**src/rtl/iter_shift_unit_pkg.sv**
```systemverilog
// ---------------------------------------------------------------------------
// iter_shift_defs
//   Shared definitions for the iterative shift/rotate unit.
//   - op_t    : operation encodings, identical to the ALU_Control shift
//               sub-field of the Mini-SRC datapath (101..111 are reserved).
//   - state_t : control FSM states of iter_shift_unit.
//   - op_is_legal() : true for the five implemented operations.
// ---------------------------------------------------------------------------
package iter_shift_defs;

    typedef enum logic [2:0] {
        OP_SHR  = 3'b000,
        OP_SHRA = 3'b001,
        OP_SHL  = 3'b010,
        OP_ROR  = 3'b011,
        OP_ROL  = 3'b100
    } op_t;

    typedef enum logic [1:0] {
        S_IDLE  = 2'd0,
        S_SHIFT = 2'd1,
        S_DONE  = 2'd2
    } state_t;

    // Codes above OP_ROL are reserved and must be flagged, not executed.
    function automatic logic op_is_legal(input logic [2:0] op);
        return (op <= 3'b100);
    endfunction

endpackage

```
**src/rtl/iter_shift_unit_shift_step.sv**
```systemverilog
// ---------------------------------------------------------------------------
// shift_step
//   Purely combinational single-step shifter used by iter_shift_unit.
//   Applies k (0..STEP) positions of the selected operation to data.
//
//   Ports:
//     data     in  WIDTH  working value before this step
//     op       in  3      operation (see iter_shift_defs::op_t)
//     k        in  KW     positions to apply this step, 0..STEP
//     shifted  out WIDTH  value after this step
//     bit_out  out 1      last bit shifted out (shifts) or wrapped (rotates);
//                         0 when k=0 or op is reserved
// ---------------------------------------------------------------------------
module shift_step
    import iter_shift_defs::*;
#(
    parameter int WIDTH = 32,
    parameter int STEP  = 4,
    parameter int KW    = $clog2(STEP + 1)
) (
    input  logic [WIDTH-1:0] data,
    input  logic [2:0]       op,
    input  logic [KW-1:0]    k,
    output logic [WIDTH-1:0] shifted,
    output logic             bit_out
);

    logic signed [WIDTH-1:0] data_s;
    logic                    right_bit;
    logic                    left_bit;

    assign data_s = $signed(data);

    always_comb begin
        shifted = data;
        case (op)
            OP_SHR:  shifted = data >> k;
            OP_SHRA: shifted = data_s >>> k;
            OP_SHL:  shifted = data << k;
            // A shift by WIDTH yields zero, so k=0 leaves data unchanged.
            OP_ROR:  shifted = (data >> k) | (data << (WIDTH - int'(k)));
            OP_ROL:  shifted = (data << k) | (data >> (WIDTH - int'(k)));
            default: shifted = data;
        endcase
    end

    // The last bit leaving the register is data[k-1] for right moves and
    // data[WIDTH-k] for left moves; for rotates that same bit is the one
    // that wraps to the MSB (ROR) or LSB (ROL) of the result.
    always_comb begin
        right_bit = 1'b0;
        left_bit  = 1'b0;
        for (int i = 1; i <= STEP; i++) begin
            if (k == KW'(i)) begin
                right_bit = data[i-1];
                left_bit  = data[WIDTH-i];
            end
        end
    end

    always_comb begin
        bit_out = 1'b0;
        case (op)
            OP_SHR, OP_SHRA, OP_ROR: bit_out = right_bit;
            OP_SHL, OP_ROL:          bit_out = left_bit;
            default:                 bit_out = 1'b0;
        endcase
    end

endmodule

```
**src/rtl/iter_shift_unit.sv**
```systemverilog
// ---------------------------------------------------------------------------
// iter_shift_unit
//   Multi-cycle shift/rotate unit for the Mini-SRC ALU path. A request is
//   accepted with start in IDLE or DONE; the operand is then shifted by up to
//   STEP positions per cycle in SHIFT, and the result is presented with a
//   one-cycle done pulse. The control unit holds T4 until done.
//
//   Ports:
//     clock      in   1      system clock, rising edge
//     clear      in   1      synchronous active-low reset
//     start      in   1      request, sampled when in IDLE or DONE
//     op         in   3      SHR/SHRA/SHL/ROR/ROL, 101..111 reserved
//     operand    in   WIDTH  value to shift
//     amount     in   CNT_W  unsigned shift count
//     busy       out  1      high while shifting
//     done       out  1      one-cycle completion pulse
//     result     out  WIDTH  shifted value, held until next accepted start
//     carry_out  out  1      last bit shifted out / wrapped
//     op_err     out  1      high with done for a reserved op
// ---------------------------------------------------------------------------
module iter_shift_unit
    import iter_shift_defs::*;
#(
    parameter int WIDTH = 32,
    parameter int STEP  = 4,
    parameter int CNT_W = $clog2(WIDTH)
) (
    input  logic             clock,
    input  logic             clear,
    input  logic             start,
    input  logic [2:0]       op,
    input  logic [WIDTH-1:0] operand,
    input  logic [CNT_W-1:0] amount,
    output logic             busy,
    output logic             done,
    output logic [WIDTH-1:0] result,
    output logic             carry_out,
    output logic             op_err
);

    localparam int KW = $clog2(STEP + 1);

    state_t           state;
    state_t           state_nx;

    logic [WIDTH-1:0] work;
    logic [2:0]       op_q;
    logic [CNT_W-1:0] remaining;
    logic             op_err_q;

    logic             accept;
    logic             go_shift;
    logic             last_step;
    logic [KW-1:0]    k;
    logic [WIDTH-1:0] step_data;
    logic             step_bit;

    // Requests are only taken when no shift is in flight; starts during
    // SHIFT are dropped, not queued.
    assign accept   = start && ((state == S_IDLE) || (state == S_DONE));
    assign go_shift = op_is_legal(op) && (amount != '0);

    // Positions applied this cycle: min(remaining, STEP).
    always_comb begin
        k = KW'(remaining);
        if (int'(remaining) >= STEP) begin
            k = KW'(STEP);
        end
    end

    // k never exceeds remaining, so equality marks the final step.
    assign last_step = (state == S_SHIFT) && (CNT_W'(k) == remaining);

    shift_step #(
        .WIDTH (WIDTH),
        .STEP  (STEP),
        .KW    (KW)
    ) u_step (
        .data    (work),
        .op      (op_q),
        .k       (k),
        .shifted (step_data),
        .bit_out (step_bit)
    );

    // ---- control FSM: state register ----
    always_ff @(posedge clock) begin
        if (!clear) begin
            state <= S_IDLE;
        end else begin
            state <= state_nx;
        end
    end

    // ---- control FSM: next state ----
    always_comb begin
        state_nx = state;
        case (state)
            S_IDLE, S_DONE: begin
                if (accept) begin
                    state_nx = go_shift ? S_SHIFT : S_DONE;
                end else begin
                    state_nx = S_IDLE;
                end
            end
            S_SHIFT: begin
                if (last_step) begin
                    state_nx = S_DONE;
                end
            end
            default: state_nx = S_IDLE;
        endcase
    end

    // ---- working registers and output registers ----
    always_ff @(posedge clock) begin
        if (!clear) begin
            work      <= '0;
            op_q      <= '0;
            remaining <= '0;
            result    <= '0;
            carry_out <= 1'b0;
            op_err_q  <= 1'b0;
        end else begin
            if (accept) begin
                work      <= operand;
                op_q      <= op;
                remaining <= amount;
            end else if (state == S_SHIFT) begin
                work      <= step_data;
                remaining <= remaining - CNT_W'(k);
            end

            // Result/carry change only when entering DONE, so they stay
            // stable through SHIFT of a following request.
            if (accept && !go_shift) begin
                result    <= operand;
                carry_out <= 1'b0;
            end else if (last_step) begin
                result    <= step_data;
                carry_out <= step_bit;
            end

            // Only an accept that goes straight to DONE can flag an error,
            // and the flag drops on the next edge together with done.
            op_err_q <= accept && !op_is_legal(op);
        end
    end

    assign busy   = (state == S_SHIFT);
    assign done   = (state == S_DONE);
    assign op_err = op_err_q;

endmodule
```
**config.mk**
```make
export PLATFORM = sky130hd
export DESIGN_NAME = iter_shift_unit
export DESIGN_NICKNAME = d
export VERILOG_FILES = /design/src/rtl/iter_shift_unit_pkg.sv /design/src/rtl/iter_shift_unit_shift_step.sv /design/src/rtl/iter_shift_unit.sv
export SDC_FILE = /design/constraint.sdc
export NUM_CORES = 1
export LEC_CHECK = 0
export ABC_AREA = 1
export BUFFER_PORTS_ARGS = -buffer_cell sky130_fd_sc_hd__buf_2
export CORE_UTILIZATION = 40
export CTS_BUF_LIST = sky130_fd_sc_hd__clkbuf_2
export DETAILED_ROUTE_END_ITERATION = 10
export HOLD_SLACK_MARGIN = 0.1
export PLACE_DENSITY = 0.64
export SETUP_SLACK_MARGIN = 0.05
export SYNTH_ARGS = -nofsm -noshare
export SYNTH_HDL_FRONTEND = slang
export SYNTH_SLANG_ARGS = --single-unit
```
**constraint.sdc**
```tcl
create_clock -name clock -period 9.4 [get_ports clock]
set_clock_uncertainty 0.05 [all_clocks]
set_input_delay 0.47 -clock clock [delete_from_list [all_inputs] [get_ports clock]]
set_output_delay 0.47 -clock clock [all_outputs]
set_load 0.01 [all_outputs]
```
Word-level counts from Yosys, hierarchy flattened
Cells that the tools add are included.
Word-level totals
  word-level logic and storage cells: 69
  flip-flop bits (word level): 76
Cells by class
  bitwise gates (word level): 3
  magnitude comparators: 2
  add/subtract/negate cells: 2
  eq/ne operators: 12
  reductions and logical operators: 17
  mux-type cells: 21
  shift-type cells: 5
Operator list (number)
  case mux 32 bit (5 select lines): 1
  two-way mux 32 bit: 4
  bitwise OR 32 bit: 2
  << shifter 32 x 3 -> 32 bit: 1
  << shifter 32 x 32 -> 32 bit: 1
  >> shifter 32 x 3 -> 32 bit: 1
  >> shifter 32 x 32 -> 32 bit: 1
  >>> shifter 32 x 3 -> 32 bit: 1
  equality test 3 x 2 -> 1 bit, second input constant: 4
  two-way mux 5 bit: 2
  two-way mux 1 bit: 8
  subtractor 6 x 3 -> 7 bit, first input constant: 1
  equality test 3 x 1 -> 1 bit, second input constant: 2
  equality test 3 bit, second input constant: 2
  two-way mux 2 bit: 3
  OR reduction 2 bit: 3
  equality test 3 x 5 -> 1 bit: 1
  greater-or-equal comparator 5 x 3 -> 1 bit, second input constant: 1
  logical AND 1 bit: 5
  nonzero test 5 bit: 1
  subtractor 5 x 3 -> 5 bit: 1
  case mux 2 bit (2 select lines): 1
  nonzero test 2 bit: 2
  less-or-equal comparator 3 bit, second input constant: 1
  other kinds (11): 12

Depth between registers and ports, before layout
Gate-level depths: netlist of run 1.
  depth in word-level cells: 8
  depth in mapped cells: 18
  mapped depth without buffers: 16

Cells and area by module
A second synthesis of run 1 with hierarchy kept.
Unflattened totals
  cell total of the unflattened synthesis: 1485
  area total of the unflattened synthesis: 8081.5 µm²
Modules (own cells, without submodules)
  shift_step: times used 1, cells an instance 985, area each 4454.3 µm², seq. area each 0.0 µm²
  iter_shift_unit: times used 1, cells an instance 500, area each 3627.2 µm², seq. area each 1521.5 µm²

Worst setup path before layout of run 1
OpenSTA, ideal clock, no wires.
  path type: flip-flop to flip-flop
  start: register remaining[4]
  end: register work[31]
  path buffers: 4
  library setup time: 0.128 ns
  stages on the path, launching flop included: 17
  path slack: 6.443 ns
  arrival time: 2.779 ns
  required time: 9.222 ns
  cells stage by stage: dfxtp_1 nor2_4 nand2_4 nor2_4 inv_2 clkbuf_1 ha_1 ha_1 clkbuf_1 inv_1 buf_2 clkbuf_1 o211ai_1 o211ai_1 nand4_1 a21oi_1 nor2_1
On the way
  longest elaborated chain between the ends: 8
  elaborated cells on any way between the ends: 13
RTL lines
  start: declaration: RTL line iter_shift_unit.sv:48  | logic [CNT_W-1:0] remaining;
  start signal: assignment: RTL line iter_shift_unit.sv:128  | remaining <= amount;
  start signal: assignment: RTL line iter_shift_unit.sv:131  | remaining <= remaining - CNT_W'(k);
  greater-or-equal comparator 5 x 3 -> 1 bit *: RTL line iter_shift_unit.sv:66  | if (int'(remaining) >= STEP) begin
  two-way mux 3 bit *: RTL line iter_shift_unit.sv:66
  subtractor 6 x 3 -> 7 bit: RTL line iter_shift_unit_shift_step.sv:41, iter_shift_unit_shift_step.sv:42
  >> shifter 32 x 32 -> 32 bit / << shifter 32 x 32 -> 32 bit (equally long branches): RTL line iter_shift_unit_shift_step.sv:42, iter_shift_unit_shift_step.sv:41
  bitwise OR 32 bit, on equally long branches: RTL line iter_shift_unit_shift_step.sv:42, iter_shift_unit_shift_step.sv:41
  case mux 32 bit (5 select lines) *: RTL line iter_shift_unit_shift_step.sv:36  | case (op)
  two-way mux 32 bit *: RTL line iter_shift_unit.sv:129  | end else if (state == S_SHIFT) begin
  two-way mux 32 bit *: RTL line iter_shift_unit.sv:125  | if (accept) begin
  end signal: assignment: RTL line iter_shift_unit.sv:126  | work <= operand;
  end signal: assignment: RTL line iter_shift_unit.sv:130  | work <= step_data;
  end: declaration: RTL line iter_shift_unit.sv:46  | logic [WIDTH-1:0] work;
Every way passes the cells marked *; elsewhere a longest branch is shown, timed or not. The select of a mux whose other input is x is not followed.
A chain may end at the register's enable or synchronous reset.

Final worst setup path of run 1
  start: register remaining[2]
  end: register result[8]
On the way
  longest elaborated chain between the ends: 8
  elaborated cells on any way between the ends: 16
RTL lines
  greater-or-equal comparator 5 x 3 -> 1 bit: RTL line iter_shift_unit.sv:66
  two-way mux 3 bit: RTL line iter_shift_unit.sv:66
  subtractor 6 x 3 -> 7 bit: RTL line iter_shift_unit_shift_step.sv:41, iter_shift_unit_shift_step.sv:42
  >> shifter 32 x 32 -> 32 bit / << shifter 32 x 32 -> 32 bit (equally long branches): RTL line iter_shift_unit_shift_step.sv:42, iter_shift_unit_shift_step.sv:41
  bitwise OR 32 bit, on equally long branches: RTL line iter_shift_unit_shift_step.sv:42, iter_shift_unit_shift_step.sv:41
  case mux 32 bit (5 select lines): RTL line iter_shift_unit_shift_step.sv:36
  two-way mux 32 bit: RTL line iter_shift_unit.sv:139  | end else if (last_step) begin
  two-way mux 32 bit: RTL line iter_shift_unit.sv:136  | if (accept && !go_shift) begin
  end signal: assignment: RTL line iter_shift_unit.sv:137  | result <= operand;
  end signal: assignment: RTL line iter_shift_unit.sv:140  | result <= step_data;
  end: declaration: RTL line iter_shift_unit.sv:36  | output logic [WIDTH-1:0] result,
Several ways; a longest one is shown, not always the timed one. The select of a mux whose other input is x is not followed.

==> results of run 1 <==
stage by stage:
step | util | instance area (um2) | total power, mW | std cells | hold slack, ps
2_1_floorplan | - | 7840 | 0.949 | 1415 | 432
3_3_place_gp | 0.435 | 8250 | 1.21 | 1676 | 410
3_5_place_dp | 0.435 | 8250 | 1.21 | 1676 | 410
4_1_cts | 0.448 | 8480 | 1.44 | 1701 | 109
5_1_grt | 0.448 | 8490 | 1.55 | 1703 | 132
6_report | 0.448 | 8490 | 1.46 | 1703 | 143
layout make-up:
type,instances,area [um2],area share
clock buffers,9,45.0,0.00531
repair buffers,102,593,0.0699
diodes,2,5.00,0.000590
multi-input cells,1055,5180,0.610
clock inverters,7,96.3,0.0114
inverters,192,721,0.0849
well taps,260,325,0.0383
flip-flops and latches,76,1520,0.179
timing repair:
action | in CTS | in global routing
setup buffers | 0 | 0
hold endpoints to repair | 10 | 0
hold buffers | 9 | 0
worst min-delay path, delay by kind of cell:
kind	cells	cell delay (ps)
compound gates	2	130
buf+inv	3	190
sequential cells by signal (all words and copies together) (netlist names):
register and count:
work 32, result 32, op_q 3, op_err 1, remaining 5, state 2
carry_out 1
worst min-delay path by stage:
| stage | end | slack [ps] | cells after the start |
|---|---|---|---|
| floorplan | op_q[0] | 430 | 2 |
| global placement | carry_out | 410 | 2 |
| detailed placement | carry_out | 410 | 2 |
| CTS | result[25] | 110 | 5 |
| global route | work[25] | 130 | 5 |
| finish | work[2] | 140 | 5 |
power by group through the flow:
stage	logic [mW]	registers [mW]	clock network, mW
2_1_floorplan	0.571	0.379	0
3_3_place_gp	0.831	0.379	0
3_5_place_dp	0.827	0.379	0
4_1_cts	0.833	0.373	0.229
5_1_grt	0.930	0.377	0.240
6_report	0.858	0.374	0.225
logic make-up (layout without fill, tap and decap cells):
logic type | Yosys count | count (layout)
and+or+nand+nor | 737 | 737
AOI/OAI and AO/OA | 309 | 309
buffers and inverters | 284 | 310
DFF | 76 | 76
adders and majority gates | 7 | 7
other | 1 | 3
xor gates and xnor gates | 1 | 1
per-layer routing:
metal  global-route usage  wire, um
met3               0.0528      2890
met5                    0         0
met1                0.463     14800
met2                0.603     17000
met4                0.221      2330
placed cells by master, fill, tap and decap left out, drive strengths merged, types with 2 or more instances in the layout:
cell / n
clkbuf: 9
a211oi: 2
o221ai: 10
o21ai: 93
o22ai: 34
diode: 2
o31ai: 2
nor3: 2
o21a: 2
o211ai: 37
clkinv: 5
dfxtp: 76
nand4: 29
o2111ai: 4
buf: 93
nand3: 253
a31oi: 6
bufinv: 2
nand2: 394
ha: 7
inv: 192
a21oi: 116
nor2: 54
dlygate4sd3: 9
or2: 3
==> results.cfg, run 1 <==
[power_and_ir_drop]
p_switching_mw = 0.782
p_clk_frac = 0.154
swShare = 0.537
pwr-share-comb = 0.589
p_seq_frac = 0.257
power_density_mw_per_mm2 = 172
p_leak_nw = 3.96
max-vdd-ir-drop_mv = 0.125
cell_internal_pwr_mw = 0.674

[setup_path]
path_class = flip-flop to flip-flop
cp-start-kind = flip-flop
cp.depth = 13
r2r_cells = 13
path_max_fanout = 36
worstSetupStartpoint = remaining[2]
cp-endpoint = result[8]
required_ps = 9880
rr_startpoint = remaining[2]
critPathSlowestCell = inv_1
cp_data_arrival_time_ps = 5510
reg2reg_slack_ps = 4370
slowest_delay_ps = 940
worstReg2RegEnd = result[8]
cp_cell_sequence = inv_1 -> nand2_4 -> nor2_4 -> inv_2 -> ha_1 -> buf_4 -> inv_1 -> nand3_1 -> o21ai_0 -> nand2_1 -> nand2_1 -> nand3_1 -> a21oi_1
cp-end-kind = flip-flop
cp.buffers_inverters = 4
path_delay_family = buffers and inverters

[layout]
num-fill-cells = 2179
area_growth_pct = 8.25
drive_above_1_share = 0.110
final_nets = 1486

[clocking]
cts_resized = 0
cts.sinks = 76
clock_latency_ps = 610
cts_made_buffers = 9
clockBufferDepth = 2
htreeDepth = 3
root_buffer = clkbuf_2
cts_tree = built
clkTransAtPathRegs_ps = 250

[drt]
antenna_left = 0
drt_iter0_drc = 1107
drt-total-wl_um = 36900
drc = 0
wl_per_cell_um = 21.7
vias = 10100
viasPerCell = 5.93
drt_pass1_iterations = 6

[sta]
relSlewSlack = 0.171
fin_crit_ps = 5030
fin_ws_ps = 4370
rsz0062_at_grt = false
setup_viol = 0
drv_slew = 0
fmax_mhz = 199
finalSetupTns_ps = 0
min_period_over_period = 0.535
hold_viol = 0
worst_pin_slew_ps = 1240

[die]
die_y_um = 142
core-area_mm2 = 0.0190
io_pins = 79
rows = 50
dieArea_mm2 = 0.0202
fp.dieW_um = 142
start_util = 0.414

[synthesis]
synthMuxAreaShare = 0
synthXorXnorAreaFrac = 0.00112
ys.flop_type = dfxtp_1
synth_nets = 1465
synth-simple-area-share = 0.420
synth_compound_area_frac = 0.227
post_synth.cell_area_avg_um2 = 5.54
synth_warnings = 0
synth_largest_type_area_fraction = 0.194
synth_top_cell_by_area = dfxtp_1
synth_edf_count = 0
synth_most_common_cell = nand2_1
synth_cell_types = 43
synth-seq-cells = 76
async_flop_share = 0
synth_cells = 1415
synth_area_mm2 = 0.00784
synthTopCellsByCount = 371 x nand2_1, 252 x nand3_1, 178 x inv_1
synthAdderAreaFrac = 0.0112
synth_top_family_by_area = simple AND/OR/NAND/NOR gates
synth_area_leaders = dfxtp_1 19%, nand2_1 18%, nand3_1 16%, inv_1 8.5%, a21oi_1 7.4%
ys_seq_area_frac = 0.194

[global_route]
track_usage = 0.370
grt_start_max_net_pins = 67
antenna_found_initial = 1
grt_pass1_wl_um = 55800
gr-total-overflow = 0
grt_pass1_vias = 9372

[status]
outcome = finished, final reports clean

[flow_run]
cap_violations = 0

[place]
routabilityCongestion = 0.966
preCtsSetupSlack_ps = 4640
port_buffers = 78
dp_hpwl_um = 26900

[hold_path]
hold_path_class = input port to flip-flop
worstHoldStart = operand[2]
Note: power is estimated with default switching activity, not from simulation.
==> inputs of run 2 (changes only) <==
Clock period 9.4 ns to 4.9 ns, I/O delays scaled along.
==> results.cfg, run 2 (synthesis results as in run 1) <==
[global_route]
grt_start_max_net_pins = 72
antenna_found_initial = 0
grt_pass1_vias = 9494
grt_pass1_wl_um = 54100
track_usage = 0.353
gr-total-overflow = 0

[layout]
final_common_cell = nand2_1
top_regs = result: 32 flops, work: 32 flops, remaining: 5 flops
fin_area_mm2 = 0.00892
final_nets = 1529
seqCellArea_mm2 = 0.00152
most-common-layout-cells = 369 x nand2_1, 252 x nand3_1, 178 x inv_1
area_growth_pct = 13.7
multiInputGateArea_mm2 = 0.00518
drive_above_1_share = 0.114
num-fill-cells = 2116

[sta]
finalSetupTns_ps = 0
setup_viol = 0
drv_slew = 0
fmax_mhz = 257
min_period_over_period = 0.795
fin_crit_ps = 3900
hold_viol = 0
fin_hold_ws_ps = 365
relSlewSlack = 0.248
worst_pin_slew_ps = 1120
rsz0062_at_grt = false

[drt]
drt_pass1_iterations = 5
vias = 10405
drt_iter0_drc = 1209
drc = 0
antenna_left = 0
viasPerCell = 5.96
drt-total-wl_um = 35300
wl_per_cell_um = 20.2

[power_and_ir_drop]
cell_internal_pwr_mw = 1.38
max-vdd-ir-drop_mv = 0.183
pwr-share-comb = 0.580
p_clk_frac = 0.171
p_leak_nw = 4.15
swShare = 0.518
power_density_mw_per_mm2 = 322
p_seq_frac = 0.248
p_switching_mw = 1.49

[place]
port_buffers = 78
dp_hpwl_um = 25200
routabilityCongestion = 1.04
placed_area_mm2 = 0.00833

[setup_path]
critPathSlowestCell = nor2_4
path_delay_family = simple AND/OR/NAND/NOR gates
cp-end-kind = flip-flop
path_class = flip-flop to flip-flop
cp.depth = 15
cp_cell_sequence = nor2_4 -> nand2_4 -> nor2_4 -> inv_2 -> buf_4 -> ha_1 -> inv_1 -> nand3_1 -> nand2_1 -> nand2_1 -> o21ai_1 -> nand2_1 -> nand2_1 -> nand3_1 -> a21oi_1
crit_top_cell = nand2_1
r2r_cells = 15
path_max_fanout = 35
slowest_delay_ps = 530
cp_data_arrival_time_ps = 4400
required_ps = 5410
cp.buffers_inverters = 3
cp-start-kind = flip-flop

[clocking]
cts.sinks = 76
clkTransAtPathRegs_ps = 250
htreeDepth = 3
clock_latency_ps = 630
cts_tree = built
cts_made_buffers = 9
root_buffer = clkbuf_2
clockBufferDepth = 2
cts_resized = 0

[status]
outcome = finished, final reports clean

[hold_path]
hold_depth = 4
hold_path_class = input port to flip-flop

[die]
dieArea_mm2 = 0.0202
fp.dieW_um = 142
die_y_um = 142
start_util = 0.414
io_pins = 79
core-area_mm2 = 0.0190
rows = 50

[flow_run]
cap_violations = 0
-- run 2: path summary, 6_finish.rpt --
kind / from / end / slack, ps
setup / recovery: remaining[4] / work[11] / 1000
hold / removal: amount[3] / remaining[3] / 370
setup reg to reg: remaining[4] / work[11] / 1000
hold reg to reg: carry_out / carry_out / 440
-- run 2: repair_timing --
| item | in CTS | in global routing |
|---|---|---|
| hold endpoints to repair | 75 | 0 |
| hold buffers | 42 | 0 |
| setup buffers | 0 | 0 |
-- run 2: stage by stage --
stage / cells / power, mW / util / setup WS, ps
floorplan: 1415 / 1.82 / - / 1940
global placement: 1686 / 2.29 / 0.439 / 1300
detailed placement: 1686 / 2.30 / 0.439 / 1270
CTS: 1744 / 2.82 / 0.470 / 1190
global route: 1744 / 3.03 / 0.470 / 856
finish: 1745 / 2.87 / 0.470 / 1000
-- run 2: tightest hold or removal path, cell delays in order --
cell and delay [ps]:
dlygate4sd3_1 530, buf_2 130, nand2_1 50, a31oi_1 80
-- run 2: per-layer routing --
layer | GRT usage | up-vias | wire [um]
met2 | 0.569 | 626 | 15800
met1 | 0.442 | 4776 | 14100
met3 | 0.0697 | 130 | 3380
met4 | 0.191 | 0 | 2040
met5 | 0 | - | 0
li1 | - | 4873 | -
-- run 2: layout make-up --
cell class                      count  area share
Multi-Input combinational cell   1055       0.581
Clock inverter                      7      0.0136
Tap cell                          260      0.0365
Timing Repair Buffer              145       0.112
Antenna cell                        1    0.000281
Sequential cell                    76       0.171
Inverter                          192      0.0808
Clock buffer                        9     0.00505
-- run 2: power groups by stage --
stage | clock (mW) | combinational [mW] | sequential [mW]
2_1_floorplan | 0 | 1.09 | 0.726
3_3_place_gp | 0 | 1.57 | 0.723
3_5_place_dp | 0 | 1.57 | 0.724
4_1_cts | 0.498 | 1.61 | 0.712
5_1_grt | 0.520 | 1.79 | 0.719
6_report | 0.493 | 1.67 | 0.713
==> inputs of run 3 (changes only) <==
Settings changed: ABC_AREA 1 to 0, PLACE_DENSITY 0.64 to 0.66.
Clock period 4.9 ns to 3.5 ns, I/O delays scaled along.
==> results.cfg, run 3 <==
[setup_path]
cp-end-kind = flip-flop
path_max_fanout = 23
cp-start-kind = flip-flop
path_class = flip-flop to flip-flop
required_ps = 3960
cp_data_arrival_time_ps = 3840

[place]
port_buffers = 78
routabilityCongestion = 1.06
dp_hpwl_um = 32200

[layout]
top_regs = result: 32 flops, work: 32 flops, remaining: 5 flops
drive_above_1_share = 0.210
final_nets = 1281
area_growth_pct = 22.1
utilization = 0.500
num-fill-cells = 1977
final_common_cell = nand2_1
most-common-layout-cells = 144 x nand2_1, 107 x buf_4, 95 x nor2_1

[die]
dieArea_mm2 = 0.0206
io_pins = 79
start_util = 0.410
fp.dieW_um = 143
die_y_um = 143
rows = 51
core-area_mm2 = 0.0195

[drt]
wl_per_cell_um = 29.8
antenna_left = 0
drt-total-wl_um = 44700
drt_pass1_iterations = 7
drt_iter0_drc = 1697
drc = 0
viasPerCell = 7.06
vias = 10599

[clocking]
htreeDepth = 3
root_buffer = clkbuf_2
clockBufferDepth = 2
cts.sinks = 76
post_cts_buffers = 0
cts_made_buffers = 9
clock_latency_ps = 590
clkTransAtPathRegs_ps = 250
cts_tree = built

[global_route]
gr-total-overflow = 0
grt_pass1_vias = 9603
grt_pass1_wl_um = 64900
grt_start_max_net_pins = 57
antenna_found_initial = 1
track_usage = 0.436

[sta]
fin_crit_ps = 3380
fmax_mhz = 296
finalSetupTns_ps = 0
drv_slew = 0
min_period_over_period = 0.966
rsz0062_at_grt = false
setup_viol = 0
worst_pin_slew_ps = 866
relSlewSlack = 0.422
hold_viol = 0

[status]
outcome = finished, final reports clean

[synthesis]
synth-seq-cells = 76
synth_warnings = 0
synth_largest_type_area_fraction = 0.190
synth_cells = 1112
async_flop_share = 0
synth_top_cell_by_area = dfxtp_1
synth_cell_types = 84
ys.flop_type = dfxtp_1
post_synth.cell_area_avg_um2 = 7.20
synthTopCellsByCount = 144 x nand2_1, 100 x clkbuf_1, 98 x nor2_1
synth_area_mm2 = 0.00800
synth_most_common_cell = nand2_1
synth_edf_count = 0
ys_seq_area_frac = 0.190
synth_area_leaders = dfxtp_1 19%, mux2i_1 9.4%, a22oi_1 7.0%, nand2_1 6.8%, clkbuf_1 4.7%
synth_nets = 1162

[power_and_ir_drop]
p_seq_frac = 0.308
p_leak_nw = 4.00
p_clk_frac = 0.151
p_switching_mw = 1.76
max-vdd-ir-drop_mv = 0.222
swShare = 0.489
cell_internal_pwr_mw = 1.84
power_density_mw_per_mm2 = 369
pwr-share-comb = 0.541

[flow_run]
cap_violations = 0

[hold_path]
hold_path_class = input port to flip-flop
==> run 3: cell count changes after synthesis, sizes merged, moves of 18 or more <==
cell,previous run,this run
inv,189,13
a211oi,2,20
clkbuf,49,100
nand2,394,144
nor3,2,24
nor2,54,98
nand4,29,5
mux2i,0,77
a22oi,0,75
o21ai,93,46
o22ai,34,59
a21oi,116,67
nand3,253,27
==> run 3: metrics by stage <==
| stage | cells | power (mW) | hold WS, ps | worst slack [ps] | cell area [um2] |
|---|---|---|---|---|---|
| 2_1_floorplan | 1112 | 2.15 | 261 | -11.3 | 8090 |
| 3_3_place_gp | 1437 | 2.93 | 382 | 284 | 9160 |
| 3_5_place_dp | 1437 | 2.91 | 384 | 253 | 9160 |
| 4_1_cts | 1501 | 3.50 | 104 | 157 | 9760 |
| 5_1_grt | 1502 | 3.71 | 149 | 42.9 | 9770 |
| 6_report | 1502 | 3.60 | 174 | 120 | 9770 |
==> run 3: cell families (layout without fill, tap and decap cells) <==
family / after synthesis / count (layout) / share of synthesized area
muxes: 100 / 100 / 0.149
adders and majority gates: 7 / 7 / 0.0109
AOI/OAI and AO/OA: 418 / 418 / 0.367
and+or+nand+nor: 361 / 361 / 0.202
buffers and inverters: 147 / 271 / 0.0791
other: 1 / 2 / 0.000469
DFF: 76 / 76 / 0.190
xor gates and xnor gates: 2 / 2 / 0.00219
==> run 3: worst paths after layout <==
path	start	to	slack, ps	cells past startpoint
worst max-delay path	remaining[4]	work[7]	120	11
worst max register to register	remaining[4]	work[7]	120	11
worst min register to register	carry_out	carry_out	480	2
worst min-delay path	start	work[30]	170	5
==> run 3: power by group through the flow <==
| stage | combinational (mW) | sequential, mW | clock [mW] |
|---|---|---|---|
| finish | 1.95 | 1.11 | 0.545 |
| CTS | 1.86 | 1.09 | 0.556 |
| detailed placement | 1.81 | 1.10 | 0 |
| floorplan | 1.15 | 0.993 | 0 |
| global route | 2.02 | 1.10 | 0.585 |
| global placement | 1.83 | 1.10 | 0 |
==> run 3: cell type report <==
type,count,area [um2],share of cell area
clock buffers,10,50.0,0.00512
diodes,1,2.50,0.000256
flip-flops and latches,76,1520,0.156
inverters,15,60.1,0.00615
multi-input cells,889,5920,0.606
well taps,265,332,0.0339
clock inverters,6,71.3,0.00730
repair buffers,240,1810,0.186
==> run 3: layer usage <==
metal  up-vias  track usage  wire, um
li1       4484            -         -
met1      5038        0.606     18300
met2       904        0.614     18000
met3       173        0.124      6050
met4         0        0.200      2420
met5         -            0         0
==> run 3: what timing repair did <==
action	4_1_cts	5_1_grt
hold endpoints to repair	74	0
gates resized for setup	0	2
setup endpoints to repair	0	3
hold buffers	48	0
==> run 3: worst max-delay path, cell delays in order (launching register included) <==
cell,delay [ps]
dfxtp_1,450
or4b_4,590
ha_4,200
ha_4,290
buf_4,260
buf_4,270
mux4_2,210
nor2_1,40
a2111oi_1,420
o21ba_2,250
o21a_1,160
nor2_1,70
